File: config.mk
export PLATFORM = sky130hd
export DESIGN_NAME = dense_argmax
export DESIGN_NICKNAME = d
export VERILOG_FILES = /design/src/rtl/dense_pkg.sv /design/src/rtl/q15_max_tree.sv /design/src/rtl/dense_argmax.sv
export SDC_FILE = /design/constraint.sdc
export NUM_CORES = 2
export LEC_CHECK = 0
export CAP_MARGIN = 40
export CELL_PAD_IN_SITES_DETAIL_PLACEMENT = 1
export CELL_PAD_IN_SITES_GLOBAL_PLACEMENT = 1
export CORE_AREA = 2 2 637 639
export CTS_CLUSTER_SIZE = 8
export DETAILED_ROUTE_END_ITERATION = 8
export DIE_AREA = 0 0 639 641
export MAX_ROUTING_LAYER = met4
export PLACE_DENSITY_LB_ADDON = 0.1
export SLEW_MARGIN = 10
export SYNTH_ARGS = -nofsm -noshare
export SYNTH_HDL_FRONTEND = slang
export SYNTH_HIERARCHICAL = 1
export SYNTH_SLANG_ARGS = --single-unit
File: constraint.sdc
create_clock -name clk -period 38.4 [get_ports clk]
set_input_delay 7.68 -clock clk [delete_from_list [all_inputs] [get_ports clk]]
set_output_delay 7.68 -clock clk [all_outputs]
set_load 0.02 [all_outputs]
File: src/rtl/dense_pkg.sv
// rtl/dense_pkg.sv - shared Q1.15 constants and FSM encoding for the dense stages
package dense_pkg;

    localparam int                 Q15_W   = 16;
    localparam logic signed [15:0] Q15_MIN = 16'sh8000;

    typedef enum logic [1:0] {
        ST_IDLE = 2'd0,
        ST_SCAN = 2'd1,
        ST_DONE = 2'd2
    } dense_state_e;

endpackage

File: src/rtl/q15_max_tree.sv
// rtl/q15_max_tree.sv - combinational signed max of LANES Q1.15 values, lowest index wins ties
module q15_max_tree
    import dense_pkg::*;
#(
    parameter int LANES = 10,
    parameter int IDXW  = 7
) (
    input  logic [LANES*Q15_W-1:0] vals_i,
    input  logic [IDXW-1:0]        base_idx_i,
    output logic signed [15:0]     max_val_o,
    output logic [IDXW-1:0]        max_idx_o
);

    logic signed [15:0] v [LANES];
    logic [IDXW-1:0]    li [LANES];

    // Pairwise reduction: the left (lower-index) operand survives unless the right is strictly larger.
    always_comb begin
        for (int i = 0; i < LANES; i++) begin
            v[i]  = vals_i[i*Q15_W +: Q15_W];
            li[i] = IDXW'(i);
        end
        for (int step = 1; step < LANES; step = step * 2) begin
            for (int i = 0; i + step < LANES; i = i + 2 * step) begin
                if (v[i+step] > v[i]) begin
                    v[i]  = v[i+step];
                    li[i] = li[i+step];
                end
            end
        end
        max_val_o = v[0];
        max_idx_o = base_idx_i + li[0];
    end

endmodule

File: src/rtl/dense_argmax.sv
// rtl/dense_argmax.sv - snapshots dense outputs on completion and reports the argmax class
module dense_argmax
    import dense_pkg::*;
#(
    parameter int n     = 100,
    parameter int LANES = 10,
    parameter int IDXW  = 7
) (
    input  logic                 clk,
    input  logic                 rst,
    input  logic [Q15_W*n-1:0]   y,
    input  logic                 resting,
    output logic                 busy,
    output logic [IDXW-1:0]      class_idx,
    output logic [15:0]          max_val,
    output logic                 valid
);

    localparam int G    = n / LANES;
    localparam int GRPW = (G > 1) ? $clog2(G) : 1;

    dense_state_e          state_q;
    logic                  resting_q;
    logic [Q15_W*n-1:0]    snap_q;
    logic [GRPW-1:0]       grp_q;
    logic signed [15:0]    best_val_q, best_val_d;
    logic [IDXW-1:0]       best_idx_q, best_idx_d;

    logic                  start;
    logic [LANES*Q15_W-1:0] grp_vals;
    logic [IDXW-1:0]       grp_base;
    logic signed [15:0]    grp_max;
    logic [IDXW-1:0]       grp_idx;

    assign start    = resting & ~resting_q;
    assign grp_vals = snap_q[int'(grp_q)*LANES*Q15_W +: LANES*Q15_W];
    assign grp_base = IDXW'(int'(grp_q) * LANES);

    q15_max_tree #(.LANES(LANES), .IDXW(IDXW)) u_tree (
        .vals_i     (grp_vals),
        .base_idx_i (grp_base),
        .max_val_o  (grp_max),
        .max_idx_o  (grp_idx)
    );

    // Strict compare keeps the earlier group's index on equal values.
    always_comb begin
        best_val_d = best_val_q;
        best_idx_d = best_idx_q;
        if (grp_max > best_val_q) begin
            best_val_d = grp_max;
            best_idx_d = grp_idx;
        end
    end

    always_ff @(posedge clk) begin
        if (rst) begin
            state_q    <= ST_IDLE;
            resting_q  <= 1'b0;
            snap_q     <= '0;
            grp_q      <= '0;
            best_val_q <= '0;
            best_idx_q <= '0;
            busy       <= 1'b0;
            valid      <= 1'b0;
            class_idx  <= '0;
            max_val    <= '0;
        end else begin
            resting_q <= resting;
            case (state_q)
                ST_IDLE: begin
                    valid <= 1'b0;
                    if (start) begin
                        snap_q     <= y;
                        grp_q      <= '0;
                        best_val_q <= Q15_MIN;
                        best_idx_q <= '0;
                        busy       <= 1'b1;
                        state_q    <= ST_SCAN;
                    end
                end
                ST_SCAN: begin
                    best_val_q <= best_val_d;
                    best_idx_q <= best_idx_d;
                    grp_q      <= GRPW'(grp_q + 1'b1);
                    if (grp_q == GRPW'(G - 1)) begin
                        class_idx <= best_idx_d;
                        max_val   <= best_val_d;
                        valid     <= 1'b1;
                        state_q   <= ST_DONE;
                    end
                end
                ST_DONE: begin
                    valid   <= 1'b0;
                    busy    <= 1'b0;
                    state_q <= ST_IDLE;
                end
                default: state_q <= ST_IDLE;
            endcase
        end
    end

endmodule

Word-level counts from Yosys, hierarchy flattened --
Cells that the tools add are included.
Word-level totals: input port bits 1603, word-level logic and storage cells 75, memories kept 0, memory bits (read-only) 0, flip-flop bits (word level) 1655, latch bits 0, output and inout bits 25, RAM bits 0
Operators by class: multiplexer cells 33, add/sub/neg operators 2, shifts and indexed selects 1, eq/ne operators 5, $lt $le $gt $ge 10, reduce and logical (&&, ||, !) cells 11, div/mod/pow operators 0, bitwise operators 2, $mul 1
Operators by type and width (count):
- variable part select 1600 x 32 -> 160 bit | 1
- 2-to-1 mux 16 bit | 11
- greater-than comparator 16 bit | 10
- one-hot mux 16 bit (2 select lines) | 1
- 2-to-1 mux 7 bit | 2
- one-hot mux 7 bit (2 select lines) | 1
- AND reduction 2 bit | 6
- 2-to-1 mux 2 bit | 4
- 2-to-1 mux 4 bit | 2
- one-hot mux 4 bit (2 select lines) | 1
- adder 7 x 4 -> 7 bit | 1
- multiplier 4 x 3 -> 7 bit, second input constant | 1
- 2-to-1 mux 1 bit | 7
- nonzero test 2 bit | 3
- adder 4 x 1 -> 4 bit, second input constant | 1
- == test 4 bit, second input constant | 1
- inequality test 2 bit, second input constant | 2
- one-hot mux 1 bit (2 select lines) | 2
- one-hot mux 2 bit (2 select lines) | 1
- 2-to-1 mux 3 bit | 1
- == test 2 x 1 -> 1 bit, second input constant | 1
- == test 2 bit, second input constant | 1
- zero test 2 bit | 1
- OR reduction 2 bit | 1
- 2 further kinds | 2

Depth between registers and ports, before layout --
depth in word-level cells 13, gate-level depth with buffers 71, mapped depth without buffers 62

By module --
Netlist, hierarchy kept.
By module, submodules not included:
- dense_argmax | area each 69006.2 um^2, instances 1, cells an instance 8206, sequential area each 33131.8 um^2
- q15_max_tree | area each 5972.0 um^2, instances 1, cells an instance 820, sequential area each 0.0 um^2

Least setup slack after synthesis --
OpenSTA, ideal clock, no wires.
path type register to register, from register grp_q[0], to register class_idx[5], cell stages (with the launch flop) 63, setup time 0.122 ns, clock period less this slack 12.697 ns, required time 38.278 ns, data arrival time 12.575 ns, path slack 25.703 ns, cell sequence dfxtp_1 -> clkbuf_1 -> buf_1 -> mux4_2 -> mux2i_1 -> o22ai_1 -> ha_1 -> nand4_1 -> nor4_1 -> a21boi_1 -> or3_1 -> and2_1 -> buf_6 -> buf_1 -> mux2i_1 -> ha_1 -> a21o_1 -> a21o_1 -> (+27 left out) -> o21a_1 -> o21a_1 -> o21ai_0 -> a211oi_1 -> nor3_1 -> or3_1 -> clkbuf_1 -> clkbuf_1 -> a2bb2oi_1 -> ha_1 -> a41oi_1 -> o21ai_0 -> o2bb2ai_1 -> or4_1 -> clkbuf_1 -> buf_2 -> a41oi_1 -> a21oi_1
On the way: word-level cells in the longest chain between the ends 12
RTL lines:
- start: declaration | RTL line dense_argmax.sv:25 | logic [GRPW-1:0] grp_q;
- start signal: assignment | RTL line dense_argmax.sv:85 | grp_q <= GRPW'(grp_q + 1'b1);
- multiplier 4 x 3 -> 7 bit * | RTL line dense_argmax.sv:37 | assign grp_base = IDXW'(int'(grp_q) * LANES);
- variable part select 1600 x 32 -> 160 bit * | RTL line dense_argmax.sv:36 | assign grp_vals = snap_q[int'(grp_q)*LANES*Q15_W +: LANES*Q15_W];
- net grp_vals[29] | RTL line dense_argmax.sv:30 | logic [LANES*Q15_W-1:0] grp_vals;
- greater-than comparator 16 bit | RTL line q15_max_tree.sv:25 | if (v[i+step] > v[i]) begin
- 2-to-1 mux 16 bit * | RTL line q15_max_tree.sv:25
- greater-than comparator 16 bit | RTL line q15_max_tree.sv:25
- 2-to-1 mux 16 bit * | RTL line q15_max_tree.sv:25
- greater-than comparator 16 bit | RTL line q15_max_tree.sv:25
- 2-to-1 mux 16 bit * | RTL line q15_max_tree.sv:25
- greater-than comparator 16 bit | RTL line q15_max_tree.sv:25
- 2-to-1 mux 16 bit * | RTL line q15_max_tree.sv:25
- net grp_max[7] | RTL line dense_argmax.sv:32 | logic signed [15:0] grp_max;
- greater-than comparator 16 bit * | RTL line dense_argmax.sv:50 | if (grp_max > best_val_q) begin
- 2-to-1 mux 7 bit * | RTL line dense_argmax.sv:50
- end signal: assignment | RTL line dense_argmax.sv:87 | class_idx <= best_idx_d;
- end: declaration | RTL line dense_argmax.sv:14 | output logic [IDXW-1:0] class_idx,
The timed path passes the listed nets; every way through them passes the cells marked *. A chain may end at the register's enable or synchronous reset.

Worst setup path after layout --
from register grp_q[0], to register best_val_q[15]
On the way: word-level cells in the longest chain between the ends 13
RTL lines:
- multiplier 4 x 3 -> 7 bit *
- variable part select 1600 x 32 -> 160 bit * | RTL line dense_argmax.sv:36
- net grp_vals[77] | RTL line dense_argmax.sv:30
- greater-than comparator 16 bit | RTL line q15_max_tree.sv:25
- 2-to-1 mux 16 bit * | RTL line q15_max_tree.sv:25
- greater-than comparator 16 bit | RTL line q15_max_tree.sv:25
- 2-to-1 mux 16 bit * | RTL line q15_max_tree.sv:25
- greater-than comparator 16 bit | RTL line q15_max_tree.sv:25
- 2-to-1 mux 16 bit * | RTL line q15_max_tree.sv:25
- greater-than comparator 16 bit | RTL line q15_max_tree.sv:25
- 2-to-1 mux 16 bit * | RTL line q15_max_tree.sv:25
- net grp_max[15] | RTL line dense_argmax.sv:32
- greater-than comparator 16 bit | RTL line dense_argmax.sv:50
- 2-to-1 mux 16 bit * | RTL line dense_argmax.sv:50
- one-hot mux 16 bit (2 select lines) * | RTL line dense_argmax.sv:70 | case (state_q)
- end signal: assignment | RTL line dense_argmax.sv:83 | best_val_q <= best_val_d;
- end: declaration | RTL line dense_argmax.sv:26 | logic signed [15:0] best_val_q, best_val_d;
Marks and branches as above.

==> impl_metrics.prom <==
# TYPE chip_impl_metric gauge
chip_impl_info{name="status",value="completed"} 1
chip_impl_metric{name="max-vdd-ir-drop",unit="V"} 0.0001327
chip_impl_metric{name="place.detailed.hpwl",unit="mm"} 322.8
chip_impl_info{name="globalRoute.busiestLayer",value="met2"} 1
chip_impl_metric{name="finish.net_count",unit=""} 12085
chip_impl_metric{name="max_cap_violations",unit=""} 0
chip_impl_metric{name="placedCellCount",unit=""} 15362
chip_impl_metric{name="syn-num-nets",unit=""} 10795
chip_impl_metric{name="use_met1",unit="%"} 23.71
chip_impl_info{name="cp-start-kind",value="flop"} 1
chip_impl_info{name="hp-class",value="reg2reg"} 1
chip_impl_metric{name="timing.critical_path.slowest_cell_delay",unit="ps"} 820
chip_impl_metric{name="first_drt_iteration_drcs",unit=""} 3493
chip_impl_metric{name="grt_util_met3",unit="%"} 2.738
chip_impl_metric{name="post_drt_wl_per_cell",unit="um"} 26.70
chip_impl_metric{name="grt_pass1_wl",unit="mm"} 579.8
chip_impl_metric{name="crit_required",unit="ps"} 39150
chip_impl_metric{name="first_global_vias",unit=""} 75229
chip_impl_metric{name="wl",unit="mm"} 419.4
chip_impl_metric{name="netlist_instances",unit=""} 9026
chip_impl_metric{name="yosysWarningCount",unit=""} 6
chip_impl_metric{name="grt_start_max_net_pins",unit=""} 192
chip_impl_info{name="synthTopCellsByArea",value="sky130_fd_sc_hd__dfxtp_1 44%, sky130_fd_sc_hd__nand2_1 16%, sky130_fd_sc_hd__a21oi_1 11%"} 1
chip_impl_metric{name="skew_final",unit="ps"} 58.71
chip_impl_metric{name="finalHoldViolations",unit=""} 0
chip_impl_metric{name="fmax",unit="MHz"} 54.81
chip_impl_metric{name="global_route.overflow_total",unit=""} 0
chip_impl_metric{name="postCtsSetupRepairBufs",unit=""} 0
chip_impl_metric{name="worst_setup_slack_before_clock_tree_synthesis",unit="ps"} 20040
chip_impl_metric{name="timing.final.setup_violations",unit=""} 0
chip_impl_info{name="synth.largest_area_cell",value="sky130_fd_sc_hd__dfxtp_1"} 1
chip_impl_metric{name="syn_area_per_cell",unit="um2"} 8.307
chip_impl_metric{name="via_count",unit=""} 70640
chip_impl_metric{name="final.setup.worst_slack",unit="ps"} 20160
chip_impl_metric{name="post-route-drc-count",unit=""} 0
chip_impl_info{name="rsz0062_at_grt",value="false"} 1
chip_impl_metric{name="register_area_share_after_synthesis",unit="%"} 44.19
chip_impl_metric{name="detail_route.vias_per_cell",unit=""} 4.497
chip_impl_metric{name="period_minus_slack",unit="ps"} 18240
chip_impl_metric{name="slew_hr",unit="%"} 25.46
chip_impl_metric{name="grtUsageTotal",unit="%"} 20.22
chip_impl_metric{name="numClockSinks",unit=""} 1655
chip_impl_info{name="cts-root-buf",value="sky130_fd_sc_hd__clkbuf_16"} 1
chip_impl_metric{name="ys_ff_latch",unit=""} 1655
chip_impl_info{name="tritoncts",value="done"} 1
chip_impl_metric{name="final-seq-area",unit="mm2"} 0.03314
chip_impl_info{name="crit_path_kind",value="reg2reg"} 1
chip_impl_metric{name="area_of_the_placeable_core",unit="mm2"} 0.4020
chip_impl_metric{name="hold-worst-slack",unit="ps"} 450.9
chip_impl_metric{name="place.gp.congestion",unit=""} 0.8122
chip_impl_metric{name="synth_top_area_share",unit="%"} 44.19
chip_impl_metric{name="synthDistinctLibCells",unit=""} 82
chip_impl_metric{name="fin_crit_sh",unit="%"} 47.51
chip_impl_metric{name="multi_input_comb_area",unit="mm2"} 0.03848
chip_impl_metric{name="buffer_ports.inserted",unit=""} 1627
chip_impl_metric{name="antenna_found_initial",unit=""} 140
chip_impl_metric{name="cts_resized",unit=""} 0
chip_impl_metric{name="final.setup.tns",unit="ps"} 0
chip_impl_metric{name="fillerInstances",unit=""} 46717
chip_impl_metric{name="cts_buffers",unit=""} 237
chip_impl_metric{name="cts.path.max_buffers",unit=""} 4
chip_impl_metric{name="die_x",unit="um"} 639
chip_impl_info{name="kind_of_capture_point_of_the_worst_setup_path",value="flop"} 1
chip_impl_metric{name="cts.clk_slew.worst_paths",unit="ps"} 60
chip_impl_metric{name="max_slew.worst_pin.slew",unit="ps"} 1118
chip_impl_metric{name="floorplan.die_area",unit="mm2"} 0.4096
chip_impl_metric{name="clock_insertion_delay_worst_skew",unit="ps"} 910
chip_impl_metric{name="drtPass1Iterations",unit=""} 5
chip_impl_metric{name="netlist_area",unit="mm2"} 0.07498
chip_impl_metric{name="area_delta_synth_final",unit="%"} 38.33
chip_impl_metric{name="std_cell_rows",unit=""} 233
chip_impl_metric{name="htree_num_levels",unit=""} 4
chip_impl_metric{name="final_core_utilization",unit="%"} 25.80
chip_impl_metric{name="io_pins",unit=""} 1628
chip_impl_metric{name="leakagePower",unit="nW"} 37.43
chip_impl_metric{name="slew_viol_final",unit=""} 0
chip_impl_metric{name="arrival",unit="ps"} 19000
chip_impl_metric{name="cts_hold_buf",unit=""} 0
chip_impl_metric{name="start_util",unit="%"} 18.65
chip_impl_info{name="yosys_most_used_dff",value="sky130_fd_sc_hd__dfxtp_1"} 1
chip_impl_metric{name="power-per-cell-area",unit="mW/mm2"} 56.15
chip_impl_metric{name="ant_nets",unit=""} 0
chip_impl_metric{name="layout.cells.non_filler",unit=""} 15709
chip_impl_metric{name="synth_edf_count",unit=""} 0
chip_impl_metric{name="async_set_reset_flop_share_out_of_synthesis",unit="%"} 0
chip_impl_metric{name="die_height",unit="um"} 641
chip_impl_metric{name="grt_util_met2",unit="%"} 35.80
chip_impl_metric{name="final_layout_size_suffix_gt1_share",unit="%"} 7.742
chip_impl_metric{name="crit_path_max_fanout",unit=""} 76
chip_impl_info{name="critical_path.slowest_cell",value="sky130_fd_sc_hd__a2111oi_0"} 1
logic make-up (layout without fill, tap and decap cells):
family | count (synthesis) | in the layout | share of synthesized area (%)
compound gates | 2124 | 2124 | 15.35
fa+ha+maj | 166 | 166 | 2.790
flops | 1655 | 1655 | 44.19
xor+xnor | 8 | 8 | 0.09345
mux | 737 | 737 | 15.23
simple gates | 3443 | 3443 | 17.74
other cells | 1 | 64 | 0.005001
buf+inv | 892 | 2225 | 4.606
metal layers:
metal  vias up  share of wire [%]
met4         0                3.3
met2      1550                 51
met3       573                3.6
met1     35240                 42
met5         -                  0
li1      33277                  -
final cells by class:
| class | count | share of cell area (%) |
|---|---|---|
| Clock buffer | 263 | 5.922 |
| Sequential cell | 1655 | 31.96 |
| Timing Repair Buffer | 1778 | 17.56 |
| Antenna cell | 63 | 0.1520 |
| Multi-Input combinational cell | 6479 | 37.10 |
| Inverter | 165 | 0.6044 |
| Tap cell | 5287 | 6.378 |
| Clock inverter | 19 | 0.3342 |
power by group:
| part | leakage [nW] | switching, mW | internal [mW] |
|---|---|---|---|
| registers | 13.6 | 0.0594 | 1.82 |
| clock network | 3.17 | 0.827 | 1.14 |
| logic | 20.7 | 1.24 | 0.732 |
worst max-delay path: cells and delay by family, from the launching register on:
kind | cells | cell delay (ps)
adders and majority gates | 5 | 1660
AOI/OAI and AO/OA | 27 | 6470
muxes | 6 | 2890
and+or+nand+nor | 13 | 3420
DFF | 1 | 570
buffers and inverters | 7 | 2690
cell usage in the layout (no fill, tap or decap), types with 12 or more instances in the layout:
| cell | count |
|---|---|
| sky130_fd_sc_hd__a21o_1 | 19 |
| sky130_fd_sc_hd__nor3_1 | 15 |
| sky130_fd_sc_hd__o2bb2ai_2 | 20 |
| sky130_fd_sc_hd__mux2i_1 | 400 |
| sky130_fd_sc_hd__o21a_1 | 17 |
| sky130_fd_sc_hd__clkdlybuf4s50_1 | 1626 |
| sky130_fd_sc_hd__a41oi_1 | 24 |
| sky130_fd_sc_hd__diode_2 | 63 |
| sky130_fd_sc_hd__o22ai_1 | 161 |
| sky130_fd_sc_hd__buf_16 | 26 |
| sky130_fd_sc_hd__a21oi_1 | 1703 |
| sky130_fd_sc_hd__inv_1 | 163 |
| sky130_fd_sc_hd__a2bb2oi_1 | 13 |
| sky130_fd_sc_hd__clkbuf_16 | 240 |
| sky130_fd_sc_hd__o21ai_0 | 93 |
| sky130_fd_sc_hd__buf_4 | 100 |
| sky130_fd_sc_hd__nor2b_1 | 17 |
| sky130_fd_sc_hd__mux4_2 | 320 |
| sky130_fd_sc_hd__buf_12 | 18 |
| sky130_fd_sc_hd__clkbuf_1 | 18 |
| sky130_fd_sc_hd__nand2_1 | 3258 |
| sky130_fd_sc_hd__nor2_1 | 49 |
| sky130_fd_sc_hd__nand3_1 | 12 |
| sky130_fd_sc_hd__dfxtp_1 | 1652 |
| sky130_fd_sc_hd__nand4_1 | 28 |
| sky130_fd_sc_hd__a31oi_1 | 19 |
| sky130_fd_sc_hd__mux2_2 | 15 |
| sky130_fd_sc_hd__ha_1 | 164 |
cells in the mapped netlist, types with 17 or more instances:
library cell	instances
sky130_fd_sc_hd__o21a_1	17
sky130_fd_sc_hd__a21oi_1	1703
sky130_fd_sc_hd__nand2_1	3258
sky130_fd_sc_hd__dfxtp_1	1655
sky130_fd_sc_hd__ha_1	164
sky130_fd_sc_hd__a41oi_1	24
sky130_fd_sc_hd__clkbuf_1	631
sky130_fd_sc_hd__o21ai_0	93
sky130_fd_sc_hd__inv_1	164
sky130_fd_sc_hd__nor2_1	50
sky130_fd_sc_hd__a31oi_1	20
sky130_fd_sc_hd__mux4_2	320
sky130_fd_sc_hd__nand4_1	28
sky130_fd_sc_hd__buf_2	51
sky130_fd_sc_hd__o22ai_1	161
sky130_fd_sc_hd__o2bb2ai_2	20
sky130_fd_sc_hd__a21o_1	19
sky130_fd_sc_hd__buf_1	37
sky130_fd_sc_hd__nor2b_1	17
sky130_fd_sc_hd__mux2i_1	400
per-stage QoR:
step           total power, mW  instance area, um2
5_1_grt                  6.151              103700
6_report                 5.824              103700
3_3_place_gp             3.846               96060
3_5_place_dp             3.914               97050
2_1_floorplan            3.090               74980
4_1_cts                  5.935              103500
state kept, by name, summed over array words and instances (netlist names):
name        flops
class_idx       7
valid           1
busy            1
state_q         2
best_val_q     16
max_val        16
best_idx_q      7
resting_q       1
snap_q       1600
grp_q           4
worst paths after layout:
check / from / slack, ps / depth (start not counted) / end
worst min-delay path: snap_q[1097]$_SDFFE_PP0P_ / 450 / 2 / snap_q[1097]$_SDFFE_PP0P_
worst max register to register: grp_q[0]$_SDFFE_PP0P_ / 20160 / 58 / best_val_q[15]$_SDFFE_PP0P_
worst max-delay path: grp_q[0]$_SDFFE_PP0P_ / 20160 / 58 / best_val_q[15]$_SDFFE_PP0P_
worst min register to register: snap_q[1097]$_SDFFE_PP0P_ / 450 / 2 / snap_q[1097]$_SDFFE_PP0P_
Note: power is estimated with default switching activity, not from simulation.
